==> config.mk <==
export PLATFORM = sky130hd
export DESIGN_NAME = lsu_mem_ctrl_flat
export DESIGN_NICKNAME = d
export VERILOG_FILES = /design/src/rtl/lsu_mem_ctrl_if.sv /design/src/rtl/lsu_mem_ctrl.sv /design/src/flat_wrapper.sv
export SDC_FILE = /design/constraint.sdc
export NUM_CORES = 1
export LEC_CHECK = 0
export BUFFER_PORTS_ARGS = -buffer_cell sky130_fd_sc_hd__buf_4
export CAP_MARGIN = 10
export CORE_MARGIN = 2
export CORE_UTILIZATION = 39
export CTS_BUF_LIST = sky130_fd_sc_hd__clkbuf_4
export DETAILED_ROUTE_END_ITERATION = 6
export GPL_TIMING_DRIVEN = 0
export PLACE_DENSITY_LB_ADDON = 0.05
export SYNTH_ARGS = -nofsm -noshare
export SYNTH_HDL_FRONTEND = slang
export SYNTH_SLANG_ARGS = --single-unit
==> constraint.sdc <==
create_clock -name clk -period 5.33 [get_ports clk]
set_input_delay 0.2665 -clock clk [delete_from_list [all_inputs] [get_ports clk]]
set_output_delay 0.2665 -clock clk [all_outputs]
set_load 0.01 [all_outputs]
==> src/rtl/lsu_mem_ctrl_if.sv <==
// lsu_mem_ctrl_if: data-memory port between the load/store unit and the data memory
interface lsu_mem_ctrl_if;
    logic        dm_req;
    logic [3:0]  dm_we;
    logic [31:0] dm_addr;
    logic [31:0] dm_wdata;
    logic        dm_gnt;
    logic        dm_rvalid;
    logic [31:0] dm_rdata;

    modport master (
        output dm_req, dm_we, dm_addr, dm_wdata,
        input  dm_gnt, dm_rvalid, dm_rdata
    );

    modport slave (
        input  dm_req, dm_we, dm_addr, dm_wdata,
        output dm_gnt, dm_rvalid, dm_rdata
    );
endinterface

==> src/rtl/lsu_mem_ctrl.sv <==
// lsu_mem_ctrl: MEM-stage load/store sequencer with alignment checks, byte enables and load extension
module lsu_mem_ctrl #(
    parameter int TIMEOUT_CYC = 16
) (
    input  logic                  clk,
    input  logic                  rst_n,
    input  logic                  mem_valid,
    input  logic                  MemRead,
    input  logic                  MemWrite,
    input  logic [2:0]            funct3,
    input  logic [31:0]           alu_result,
    input  logic [31:0]           rs2_data,
    lsu_mem_ctrl_if.master        dm,
    output logic                  lsu_stall,
    output logic                  load_valid,
    output logic [31:0]           load_data_final,
    output logic                  lsu_exc,
    output logic [1:0]            lsu_cause
);
    localparam int CW = (TIMEOUT_CYC > 2) ? $clog2(TIMEOUT_CYC) : 1;

    typedef enum logic [1:0] {IDLE, REQ, WAIT_R, DONE} state_t;

    state_t      state, state_nxt;
    logic [CW-1:0] cnt;
    logic        is_load;
    logic [2:0]  f_q;
    logic [1:0]  off_q;
    logic [3:0]  we_q;
    logic        op, ill, mis, err, accept, tmo;
    logic [3:0]  we_n;
    logic [31:0] wd_n, sh, ext;
    logic [15:0] half;

    // request decode: illegal encodings take priority over misalignment
    always_comb begin
        op     = mem_valid & (MemRead | MemWrite);
        ill    = (MemRead & MemWrite)
               | (MemRead  & (funct3 == 3'b011 || funct3[2:1] == 2'b11))
               | (MemWrite & (funct3 == 3'b011 || funct3[2]));
        mis    = (funct3[1:0] == 2'b01 && alu_result[0])
               | (funct3[1:0] == 2'b10 && alu_result[1:0] != 2'b00);
        err    = (state == IDLE) & op & (ill | mis);
        accept = (state == IDLE) & op & ~ill & ~mis;
        we_n   = !MemWrite ? 4'b0000 :
                 funct3[1:0] == 2'b00 ? 4'b0001 << alu_result[1:0] :
                 funct3[1:0] == 2'b01 ? 4'b0011 << {alu_result[1], 1'b0} : 4'b1111;
        wd_n   = funct3[1:0] == 2'b00 ? {4{rs2_data[7:0]}} :
                 funct3[1:0] == 2'b01 ? {2{rs2_data[15:0]}} : rs2_data;
    end

    // load lane extraction and sign/zero extension from the registered funct3/offset
    always_comb begin
        sh   = dm.dm_rdata >> {off_q, 3'b000};
        half = off_q[1] ? dm.dm_rdata[31:16] : dm.dm_rdata[15:0];
        ext  = f_q[1:0] == 2'b00 ? {{24{~f_q[2] & sh[7]}}, sh[7:0]} :
               f_q[1:0] == 2'b01 ? {{16{~f_q[2] & half[15]}}, half} : dm.dm_rdata;
        tmo  = (state == WAIT_R) & ~dm.dm_rvalid & (cnt == CW'(TIMEOUT_CYC - 1));
    end

    // next-state and handshake outputs
    always_comb begin
        state_nxt = state;
        lsu_stall = 1'b0;
        dm.dm_req = 1'b0;
        dm.dm_we  = 4'b0000;
        case (state)
            IDLE: begin
                lsu_stall = accept;
                if (accept) state_nxt = REQ;
            end
            REQ: begin
                lsu_stall = 1'b1;
                dm.dm_req = 1'b1;
                dm.dm_we  = we_q;
                if (dm.dm_gnt) state_nxt = is_load ? WAIT_R : DONE;
            end
            WAIT_R: begin
                lsu_stall = 1'b1;
                if (dm.dm_rvalid || tmo) state_nxt = DONE;
            end
            default: state_nxt = IDLE;
        endcase
    end

    // state, captured request, result and exception registers
    always_ff @(posedge clk or negedge rst_n) begin
        if (!rst_n) begin
            state           <= IDLE;
            cnt             <= '0;
            is_load         <= 1'b0;
            f_q             <= 3'b000;
            off_q           <= 2'b00;
            we_q            <= 4'b0000;
            dm.dm_addr      <= 32'h0;
            dm.dm_wdata     <= 32'h0;
            load_valid      <= 1'b0;
            load_data_final <= 32'h0;
            lsu_exc         <= 1'b0;
            lsu_cause       <= 2'b00;
        end else begin
            state <= state_nxt;
            cnt   <= (state == WAIT_R) ? cnt + 1'b1 : '0;
            if (accept) begin
                is_load     <= MemRead;
                f_q         <= funct3;
                off_q       <= alu_result[1:0];
                we_q        <= we_n;
                dm.dm_addr  <= {alu_result[31:2], 2'b00};
                dm.dm_wdata <= wd_n;
            end
            load_valid <= (state == WAIT_R) & (dm.dm_rvalid | tmo);
            if (state == WAIT_R && dm.dm_rvalid) load_data_final <= ext;
            else if (tmo) load_data_final <= 32'h0;
            lsu_exc   <= err | tmo;
            lsu_cause <= tmo ? 2'b11 : err ? (ill ? 2'b10 : 2'b01) : 2'b00;
        end
    end
endmodule

==> src/flat_wrapper.sv <==
// flat-port wrapper written by rule: the top's interface ports become plain ports
module lsu_mem_ctrl_flat 
#(
    parameter int TIMEOUT_CYC = 16
)
  (clk, rst_n, mem_valid, MemRead, MemWrite, funct3, alu_result, rs2_data, lsu_stall, load_valid, load_data_final, lsu_exc, lsu_cause, dm_dm_req, dm_dm_we, dm_dm_addr, dm_dm_wdata, dm_dm_gnt, dm_dm_rvalid, dm_dm_rdata);
  lsu_mem_ctrl_if dm_i ();
  input  logic clk;
  input  logic rst_n;
  input  logic mem_valid;
  input  logic MemRead;
  input  logic MemWrite;
  input  logic [2:0] funct3;
  input  logic [31:0] alu_result;
  input  logic [31:0] rs2_data;
  output logic lsu_stall;
  output logic load_valid;
  output logic [31:0] load_data_final;
  output logic lsu_exc;
  output logic [1:0] lsu_cause;
  output wire logic [$bits(dm_i.dm_req)-1:0] dm_dm_req;
  output wire logic [$bits(dm_i.dm_we)-1:0] dm_dm_we;
  output wire logic [$bits(dm_i.dm_addr)-1:0] dm_dm_addr;
  output wire logic [$bits(dm_i.dm_wdata)-1:0] dm_dm_wdata;
  input wire logic [$bits(dm_i.dm_gnt)-1:0] dm_dm_gnt;
  input wire logic [$bits(dm_i.dm_rvalid)-1:0] dm_dm_rvalid;
  input wire logic [$bits(dm_i.dm_rdata)-1:0] dm_dm_rdata;
  assign dm_dm_req = dm_i.dm_req;
  assign dm_dm_we = dm_i.dm_we;
  assign dm_dm_addr = dm_i.dm_addr;
  assign dm_dm_wdata = dm_i.dm_wdata;
  assign dm_i.dm_gnt = dm_dm_gnt;
  assign dm_i.dm_rvalid = dm_dm_rvalid;
  assign dm_i.dm_rdata = dm_dm_rdata;
  lsu_mem_ctrl #(.TIMEOUT_CYC(TIMEOUT_CYC)) u_core (.clk(clk), .rst_n(rst_n), .mem_valid(mem_valid), .MemRead(MemRead), .MemWrite(MemWrite), .funct3(funct3), .alu_result(alu_result), .rs2_data(rs2_data), .dm(dm_i), .lsu_stall(lsu_stall), .load_valid(load_valid), .load_data_final(load_data_final), .lsu_exc(lsu_exc), .lsu_cause(lsu_cause));
endmodule
==> out/qor.yml, run 1 <==
status:
  status: "finished, final reports clean"
route:
  first_pass_iters: 4
  wl_per_cell_um: 17.1
  vias: 4802
  remaining_drc_errors: 0
  vias_per_cell: 4.98
  ant_nets: 0
  drt_wl_total_um: 16500
  drt_iter0_markers: 271
setup_path:
  start_kind: "flip-flop"
  cp_max_fo: 10
  cp_slowest_cell: "dfrtp_1"
  crit_path_end_kind: "primary output"
  worstPathCellList: "inv_1 > ha_1 > o211a_1 > o211ai_2 > or2_1 > buf_6 > buf_2 > a21oi_1 > buf_4"
  critical_path_buf_inv_count: 4
  max_stage_delay_ps: 440
  path_class: "reg2out"
  cp.required_ps: 5060
  path_delay_family: "buffers and inverters"
  crit_arrival_ps: 2630
floorplanning:
  core-area_mm2: 0.0144
  core.rowCount: 44
  die_area_mm2: 0.0155
  io_pins: 212
  initial_utilization_pct: 39.4
  die_w_um: 124
  die_h_um: 124
yosys:
  async_flop_share_pct: 100
  synth_top_area_share_pct: 50.5
  synth_edf_count: 0
  synth_cells: 480
  synth.yosys.warnings: 0
  avgSynthCellArea_um2: 11.8
  yosysTopAreaCell: "dfrtp_1"
  yosys_most_used_dff: "dfrtp_1"
  synth_seq_cells: 114
  synthTopCellsByArea: "dfrtp_1 50%, mux2_4 13%, mux2i_1 5.5%"
  synthesis.area_mm2: 0.00565
  synth-seq-area-share_pct: 50.5
  ys_types: 44
cells_and_area:
  syn_to_final_growth_pct: 48.3
  nFillCells: 1231
  antenna_cells: 0
  post-route-cell-area_mm2: 0.00838
  final_common_cell: "buf_4"
  final_layout_size_suffix_gt1_share_pct: 41.0
  layout.nets: 879
  final_cell_mix: "208 x buf_4, 114 x dfrtp_1, 60 x dlygate4sd3_1"
clock_network:
  ctsHoldBuffers: 60
  post_cts_resized: 0
  clkLatencyLatePin_ps: 530
  cts_max_path_buffers: 2
  cts.sinks: 114
  cts_made_buffers: 17
  clk_pin_slew_ps: 100
  htree_levels: 4
  cts_root_buf: "clkbuf_4"
  postCtsSetupBuffers: 0
  cts_tree: "done"
sta:
  fin_crit_sh_pct: 54.3
  maxSlewViolCount: 0
  slew_headroom_pct: 34.2
  hold_viol: 0
  worst_pin_slew_ps: 983
  grt_setup_unrepaired: "false"
  finalSetupViolations: 0
  fmax_mhz: 345
  fin_setup_tns_ps: 0
  period_needed_ps: 2900
  skew_ps: 16.5
flow_run:
  maxCapViolations: 0
place:
  dpl_cell_area_mm2: 0.00747
  dp_hpwl_um: 11900
  place_congestion: 0.872
  port_buffers: 207
grt:
  antenna_found_initial: 0
  grt_max_degree: 83
  grt_remaining_overflow: 0
  grtUsageTotal_pct: 21.6
  grt_pass1_wl_um: 26500
  grt_pass1_vias: 4960
worst_hold_path:
  worstHoldPathType: "in2reg"
power_and_ir_drop:
  ir_drop_mv: 0.219
  power_density_mw_per_mm2: 500
  leakage_nw: 4.20
-- logic make-up (layout without fill, tap and decap cells) --
family / Yosys count / count (layout) / share of synthesized area [%]
AOI/OAI and AO/OA: 134 / 134 / 13.6
xor gates and xnor gates: 3 / 3 / 0.598
adders and majority gates: 5 / 5 / 1.11
buffers and inverters: 45 / 345 / 4.09
DFF: 114 / 114 / 50.5
muxes: 94 / 94 / 23.1
other: 1 / 2 / 0.0663
and+or+nand+nor: 84 / 84 / 7.01
-- cell type report --
type / count / area [µm²] / area share, %
clock inverters: 13 / 166 / 1.99
repair buffers: 268 / 2190 / 26.1
plain buffers: 34 / 190 / 2.27
inverters: 11 / 41.3 / 0.493
well taps: 184 / 230 / 2.75
clock buffers: 19 / 143 / 1.70
multi-input cells: 322 / 2570 / 30.7
flip-flops and latches: 114 / 2850 / 34.0
-- through the flow --
| stage | cells | total power [W] | utilization [%] | hold slack, ps | setup slack, ps |
|---|---|---|---|---|---|
| 2_1_floorplan | 481 | 0.00256 | - | -29.1 | 3290 |
| 3_3_place_gp | 872 | 0.00344 | 51.8 | 455 | 3000 |
| 6_report | 965 | 0.00419 | 58.3 | 41.8 | 2430 |
| 4_1_cts | 965 | 0.00424 | 58.3 | 1.18 | 2370 |
| 3_5_place_dp | 873 | 0.00348 | 52.0 | 180 | 2980 |
| 5_1_grt | 965 | 0.00449 | 58.3 | 2.50 | 2230 |
-- synth_stat cells (4+ instances only) --
| cell type | count |
|---|---|
| a22o_1 | 7 |
| buf_6 | 6 |
| nand2_1 | 45 |
| dfrtp_1 | 114 |
| and2_1 | 13 |
| a211oi_1 | 7 |
| clkbuf_1 | 17 |
| mux2_1 | 4 |
| o211ai_1 | 4 |
| buf_2 | 8 |
| o21ai_0 | 51 |
| mux2i_1 | 31 |
| ha_1 | 5 |
| o21ai_1 | 53 |
| inv_1 | 10 |
| mux4_2 | 9 |
| mux2_4 | 49 |
| nor2_1 | 10 |
-- final timing paths --
check                                             from                                     end  slack [ps]  cells after the start
setup / recovery           u_core.state[0]$_DFFE_PN0P_                               lsu_stall        2430                      9
hold / removal                         dm_dm_rdata[26]  u_core.load_data_final[10]$_DFFE_PN0P_          40                      3
setup reg to reg           u_core.state[0]$_DFFE_PN0P_       u_core.dm.dm_wdata[3]$_DFFE_PN0P_        3130                      8
hold reg to reg                u_core.cnt[0]$_DFF_PN0_                 u_core.cnt[0]$_DFF_PN0_         480                      1
max in group asynchronous                        rst_n       u_core.dm.dm_addr[29]$_DFFE_PN0P_        4440                      3
min in group asynchronous                        rst_n   u_core.load_data_final[3]$_DFFE_PN0P_         190                      2
-- worst reg2reg max path, cell delays in order, from the launching register on --
cell	delay, ps
dfrtp_1	440
inv_1	110
ha_1	250
o211a_1	250
o211ai_2	150
or2_1	250
buf_6	160
buf_6	180
mux2_4	310
-- power breakdown --
group | switching (W) | internal (W)
clock network | 0.000328 | 0.000374
logic | 0.000891 | 0.00109
registers | 0.000252 | 0.00126
-- sequential cells by signal, summed over array words and instances, names as in the netlist --
register / flops
u_core.f_q: 3
u_core.we_q: 4
u_core.dm.dm_wdata: 32
u_core.cnt: 4
u_core.lsu_exc: 1
u_core.load_valid: 1
u_core.lsu_cause: 2
u_core.is_load: 1
u_core.dm.dm_addr: 30
u_core.off_q: 2
u_core.load_data_final: 32
u_core.state: 2
-- per-layer routing --
metal  global-route usage [%]  routed length [µm]  vias to the layer above
li1                         -                   -                     2276
met1                     27.9                7120                     2325
met2                     34.9                7960                      181
met3                     7.22                1170                       20
met4                     5.82                 210                        0
met5                        0                   0                        -
Power figures use the tool's default switching activity.
==> run 2: changes to the inputs <==
- clock period: 5.33 -> 2.9 ns (I/O delays scaled with it)
==> run 2 against run 1 <==
Effect of this change: power up 87%; critical path type unchanged; sequential share of layout area down 1.6 points; hold slack better by 9.0 ps; sequential power up 83%; clock skew down 1.9 ps; die area unchanged; non-clock buffer count up 42; critical endpoint unchanged; via count up 3.4%; wire length up 2.9%; worst setup slack worse by 2300 ps; combinational power up 92%; global-route usage up 0.55 points.
==> out/qor.yml, run 2 (synthesis results as in run 1) <==
setup_path:
  regToRegSetupSlack_ps: 330
  start_kind: "flip-flop"
  path_class: "reg2out"
  cp.required_ps: 2760
  reg2reg_from: "u_core.state[0]$_DFFE_PN0P_"
  crit_path_end_kind: "primary output"
  rr_endpoint: "u_core.we_q[2]$_DFFE_PN0P_"
  cp_max_fo: 10
  crit_arrival_ps: 2590
  ff2ff_path_depth: 9
cells_and_area:
  syn_to_final_growth_pct: 55.7
  antenna_cells: 0
  post-route-cell-area_mm2: 0.00880
  nFillCells: 1194
  final_layout_size_suffix_gt1_share_pct: 39.2
  layout.nets: 921
  largest_registers: "u_core.dm.dm_wdata: 32 flops, u_core.load_data_final: 32 flops, u_core.dm.dm_addr: 30 flops"
  final_cell_mix: "210 x buf_4, 114 x dfrtp_1, 100 x dlygate4sd3_1"
  final_common_cell: "buf_4"
floorplanning:
  io_pins: 212
  die_w_um: 124
  die_h_um: 124
  die_area_mm2: 0.0155
  core-area_mm2: 0.0144
  initial_utilization_pct: 39.4
  core.rowCount: 44
route:
  ant_nets: 0
  drt_wl_total_um: 16900
  vias: 4965
  remaining_drc_errors: 0
  drt_iter0_markers: 278
  first_pass_iters: 4
  wl_per_cell_um: 16.8
  vias_per_cell: 4.93
sta:
  skew_ps: 14.6
  period_needed_ps: 2730
  maxSlewViolCount: 0
  worst_pin_slew_ps: 979
  slew_headroom_pct: 34.5
  hold_viol: 0
  fin_crit_sh_pct: 94.2
  fmax_mhz: 366
  finalSetupViolations: 0
worst_hold_path:
  hp-start: "mem_valid"
  holdPathEnd: "u_core.lsu_cause[1]$_DFF_PN0_"
  worstHoldPathType: "in2reg"
  hold_depth: 4
grt:
  busiest_layer: "met2"
  antenna_found_initial: 0
  grt_remaining_overflow: 0
  met1_usage_pct: 28.2
  met2_usage_pct: 36.5
  grtUsageTotal_pct: 22.1
  grt_pass1_wl_um: 27400
  met3_usage_pct: 6.92
  grt_pass1_vias: 5193
  grt_max_degree: 83
power_and_ir_drop:
  power_density_mw_per_mm2: 893
  power_w: 0.00786
  ir_drop_mv: 0.465
  leakage_nw: 4.38
flow_run:
  maxCapViolations: 0
place:
  dpl_cell_area_mm2: 0.00747
  place_congestion: 0.872
  dp_hpwl_um: 11900
  port_buffers: 207
clock_network:
  cts_max_path_buffers: 2
  htree_levels: 4
  clkLatencyLatePin_ps: 530
  cts_made_buffers: 17
  clk_pin_slew_ps: 100
  cts_root_buf: "clkbuf_4"
  cts_tree: "done"
  cts.sinks: 114
status:
  status: "finished, final reports clean"
==> run 2: per-stage QoR <==
stage	setup TNS (ps)	util, %	hold WS [ps]	worst slack [ps]	cells
global route	-44.7	61.3	3.03	-44.7	1007
detailed placement	0	52.0	58.5	675	873
finish	0	61.3	50.8	168	1007
CTS	0	61.1	0.137	64.0	1005
global placement	0	51.8	361	688	872
floorplan	0	-	-151	968	481
==> run 2: how the worst max path moves through the flow <==
stage | start | to | slack, ps | depth (start not counted)
global placement | u_core.state[0]$_DFFE_PN0P_ | lsu_stall | 690 | 9
finish | u_core.state[0]$_DFFE_PN0P_ | lsu_stall | 170 | 9
detailed placement | u_core.state[0]$_DFFE_PN0P_ | lsu_stall | 680 | 9
CTS | u_core.state[0]$_DFFE_PN0P_ | lsu_stall | 60 | 9
global route | u_core.state[0]$_DFFE_PN0P_ | lsu_stall | -40 | 9
floorplan | u_core.state[0]$_DFFE_PN0P_ | u_core.dm.dm_addr[10]$_DFFE_PN0P_ | 970 | 8
==> run 2: layer usage <==
metal	routed length, µm	vias to the layer above
li1	-	2362
met1	7260	2414
met2	8320	171
met3	1110	18
met4	240	0
met5	0	-
==> run 2: what timing repair did <==
item,4_1_cts,5_1_grt
buffers inserted,0,2
gates resized for setup,0,1
hold buffers,100,0
hold endpoints to repair,216,0
setup endpoints to repair,0,1
==> run 2: cell type report <==
class	instances	area [µm²]	share of cell area, %
well taps	184	230	2.62
multi-input cells	322	2580	29.3
inverters	11	41.3	0.469
flip-flops and latches	114	2850	32.4
clock inverters	13	166	1.89
plain buffers	34	190	2.16
clock buffers	19	143	1.62
repair buffers	310	2600	29.6
==> run 2: critical path, cell delays in order (launching register included) <==
cell and delay [ps]:
dfrtp_1 430, inv_1 110, ha_2 230, o211a_1 230
o211ai_2 150, or2_1 250, buf_6 160, buf_2 200
a21oi_1 170, buf_4 130
==> run 2: power breakdown <==
group | internal, W | total [W] | switching, W
clock | 0.000688 | 0.00129 | 0.000604
sequential | 0.00231 | 0.00277 | 0.000461
combinational | 0.00212 | 0.00380 | 0.00167
total | 0.00512 | 0.00786 | 0.00274
==> run 3: changes to the inputs <==
- BUFFER_PORTS_ARGS: -buffer_cell sky130_fd_sc_hd__buf_4 -> unset
- CAP_MARGIN: 10 -> unset
- DONT_BUFFER_PORTS: unset -> 1
==> run 3 against run 2 <==
Effect of this change: non-clock buffer count decreased by 202; count of clock-buffer cells in the layout unchanged; clock power increased by 15%; worst setup slack improved by 74 ps; hold slack got worse by 3.5 ps; critical path type unchanged; critical endpoint unchanged; largest power group is now sequential cells.
==> out/qor.yml, run 3 (synthesis results as in run 1) <==
grt:
  grt_remaining_overflow: 0
  grt_pass1_wl_um: 26500
  grtUsageTotal_pct: 22.0
  grt_pass1_vias: 4626
  grt_max_degree: 115
  antenna_found_initial: 0
clock_network:
  cts_root_buf: "clkbuf_4"
  cts_made_buffers: 17
  cts_max_path_buffers: 2
  cts_tree: "done"
  clkLatencyLatePin_ps: 530
  htree_levels: 4
  cts.sinks: 114
  clk_pin_slew_ps: 100
sta:
  fin_crit_sh_pct: 91.7
  worst_slack_ps: 242
  fin_setup_tns_ps: 0
  fmax_mhz: 376
  finalSetupViolations: 0
  worst_pin_slew_ps: 947
  skew_ps: 20.0
  slew_headroom_pct: 36.6
  period_needed_ps: 2660
  hold_viol: 0
  maxSlewViolCount: 0
  grt_setup_unrepaired: "false"
setup_path:
  path_class: "reg2out"
  cp.required_ps: 2760
  ff2ff_path_depth: 9
  crit_arrival_ps: 2510
  cp_max_fo: 10
  crit_path_end_kind: "primary output"
  start_kind: "flip-flop"
  regToRegSetupSlack_ps: 300
cells_and_area:
  final_common_cell: "dfrtp_1"
  largest_registers: "u_core.dm.dm_wdata: 32 flops, u_core.load_data_final: 32 flops, u_core.dm.dm_addr: 30 flops"
  final_layout_size_suffix_gt1_share_pct: 18.4
  final_cell_mix: "114 x dfrtp_1, 107 x dlygate4sd3_1, 53 x o21ai_1"
  syn_to_final_growth_pct: 30.1
  antenna_cells: 0
  layout.nets: 719
floorplanning:
  io_pins: 212
  die_area_mm2: 0.0155
  core-area_mm2: 0.0144
  die_w_um: 124
  initial_utilization_pct: 39.4
  die_h_um: 124
  core.rowCount: 44
place:
  port_buffers: 0
  place_ws_ps: 664
  place_congestion: 0.816
  dp_hpwl_um: 11000
power_and_ir_drop:
  ir_drop_mv: 0.430
  leakage_nw: 3.41
  power_density_mw_per_mm2: 953
route:
  first_pass_iters: 4
  drt_wl_total_um: 16500
  wl_per_cell_um: 20.5
  vias_per_cell: 5.37
  drt_iter0_markers: 237
  remaining_drc_errors: 0
  vias: 4326
  ant_nets: 0
worst_hold_path:
  worstHoldPathType: "in2reg"
  hold_depth: 4
status:
  status: "finished, final reports clean"
flow_run:
  maxCapViolations: 0
run 3: cell count changes in the layout (fill, tap and decap cells not counted), sizes merged:
| cell | delta |
|---|---|
| dlygate4sd3 | +7 |
| bufinv | +2 |
| clkinvlp | -2 |
| buf | -209 |
run 3: final timing paths:
check / from / end
min in group asynchronous: rst_n / u_core.load_data_final[5]$_DFFE_PN0P_
worst max register to register: u_core.state[0]$_DFFE_PN0P_ / u_core.we_q[2]$_DFFE_PN0P_
worst min register to register: u_core.cnt[0]$_DFF_PN0_ / u_core.cnt[0]$_DFF_PN0_
worst max-delay path: u_core.state[0]$_DFFE_PN0P_ / lsu_stall
max in group asynchronous: rst_n / u_core.dm.dm_wdata[14]$_DFFE_PN0P_
worst min-delay path: MemRead / u_core.we_q[3]$_DFFE_PN0P_
run 3: repair_timing:
item	CTS	global route
hold buffers	108	0
endpoints found under the setup margin	0	1
endpoints found under the hold margin	221	0
buffers inserted	0	0
gates resized for setup	0	3
run 3: per-stage QoR:
step	utilization (%)	std cells	hold WS, ps	power [W]	cell area, µm²
finish	51.2	805	47.3	0.00701	7360
floorplan	-	481	-151	0.00471	5660
CTS	51.1	805	7.24	0.00702	7340
detailed placement	41.0	665	-146	0.00528	5890
global placement	41.0	665	-146	0.00523	5890
global route	51.2	805	45.5	0.00746	7360
run 3: worst max-delay path: stages (launching register included):
cell	delay (ps)
dfrtp_1	440
inv_1	100
ha_2	230
o211a_1	230
o211ai_2	160
or2_1	250
buf_6	150
buf_2	210
a21oi_4	210
run 3: area by class of cell:
type	instances	area, µm²
Buffer	34	190
Inverter	11	41.3
Clock inverter	13	214
Tap cell	184	230
Clock buffer	19	143
Multi-Input combinational cell	322	2590
Fill cell	1263	7010
Timing Repair Buffer	108	1100
Sequential cell	114	2850
run 3: power breakdown:
part           internal, W  switching, W  leakage [nW]
combinational      0.00125       0.00106          1.80
clock             0.000864      0.000613         0.190
sequential         0.00231      0.000903          1.42
run 3: routing by layer:
metal	part of all wire (%)	vias up	global-route usage, %
li1	-	1963	-
met1	40	2123	26.8
met2	48	205	35.2
met3	9.1	35	8.20
met4	2.7	0	8.99
met5	0	-	0
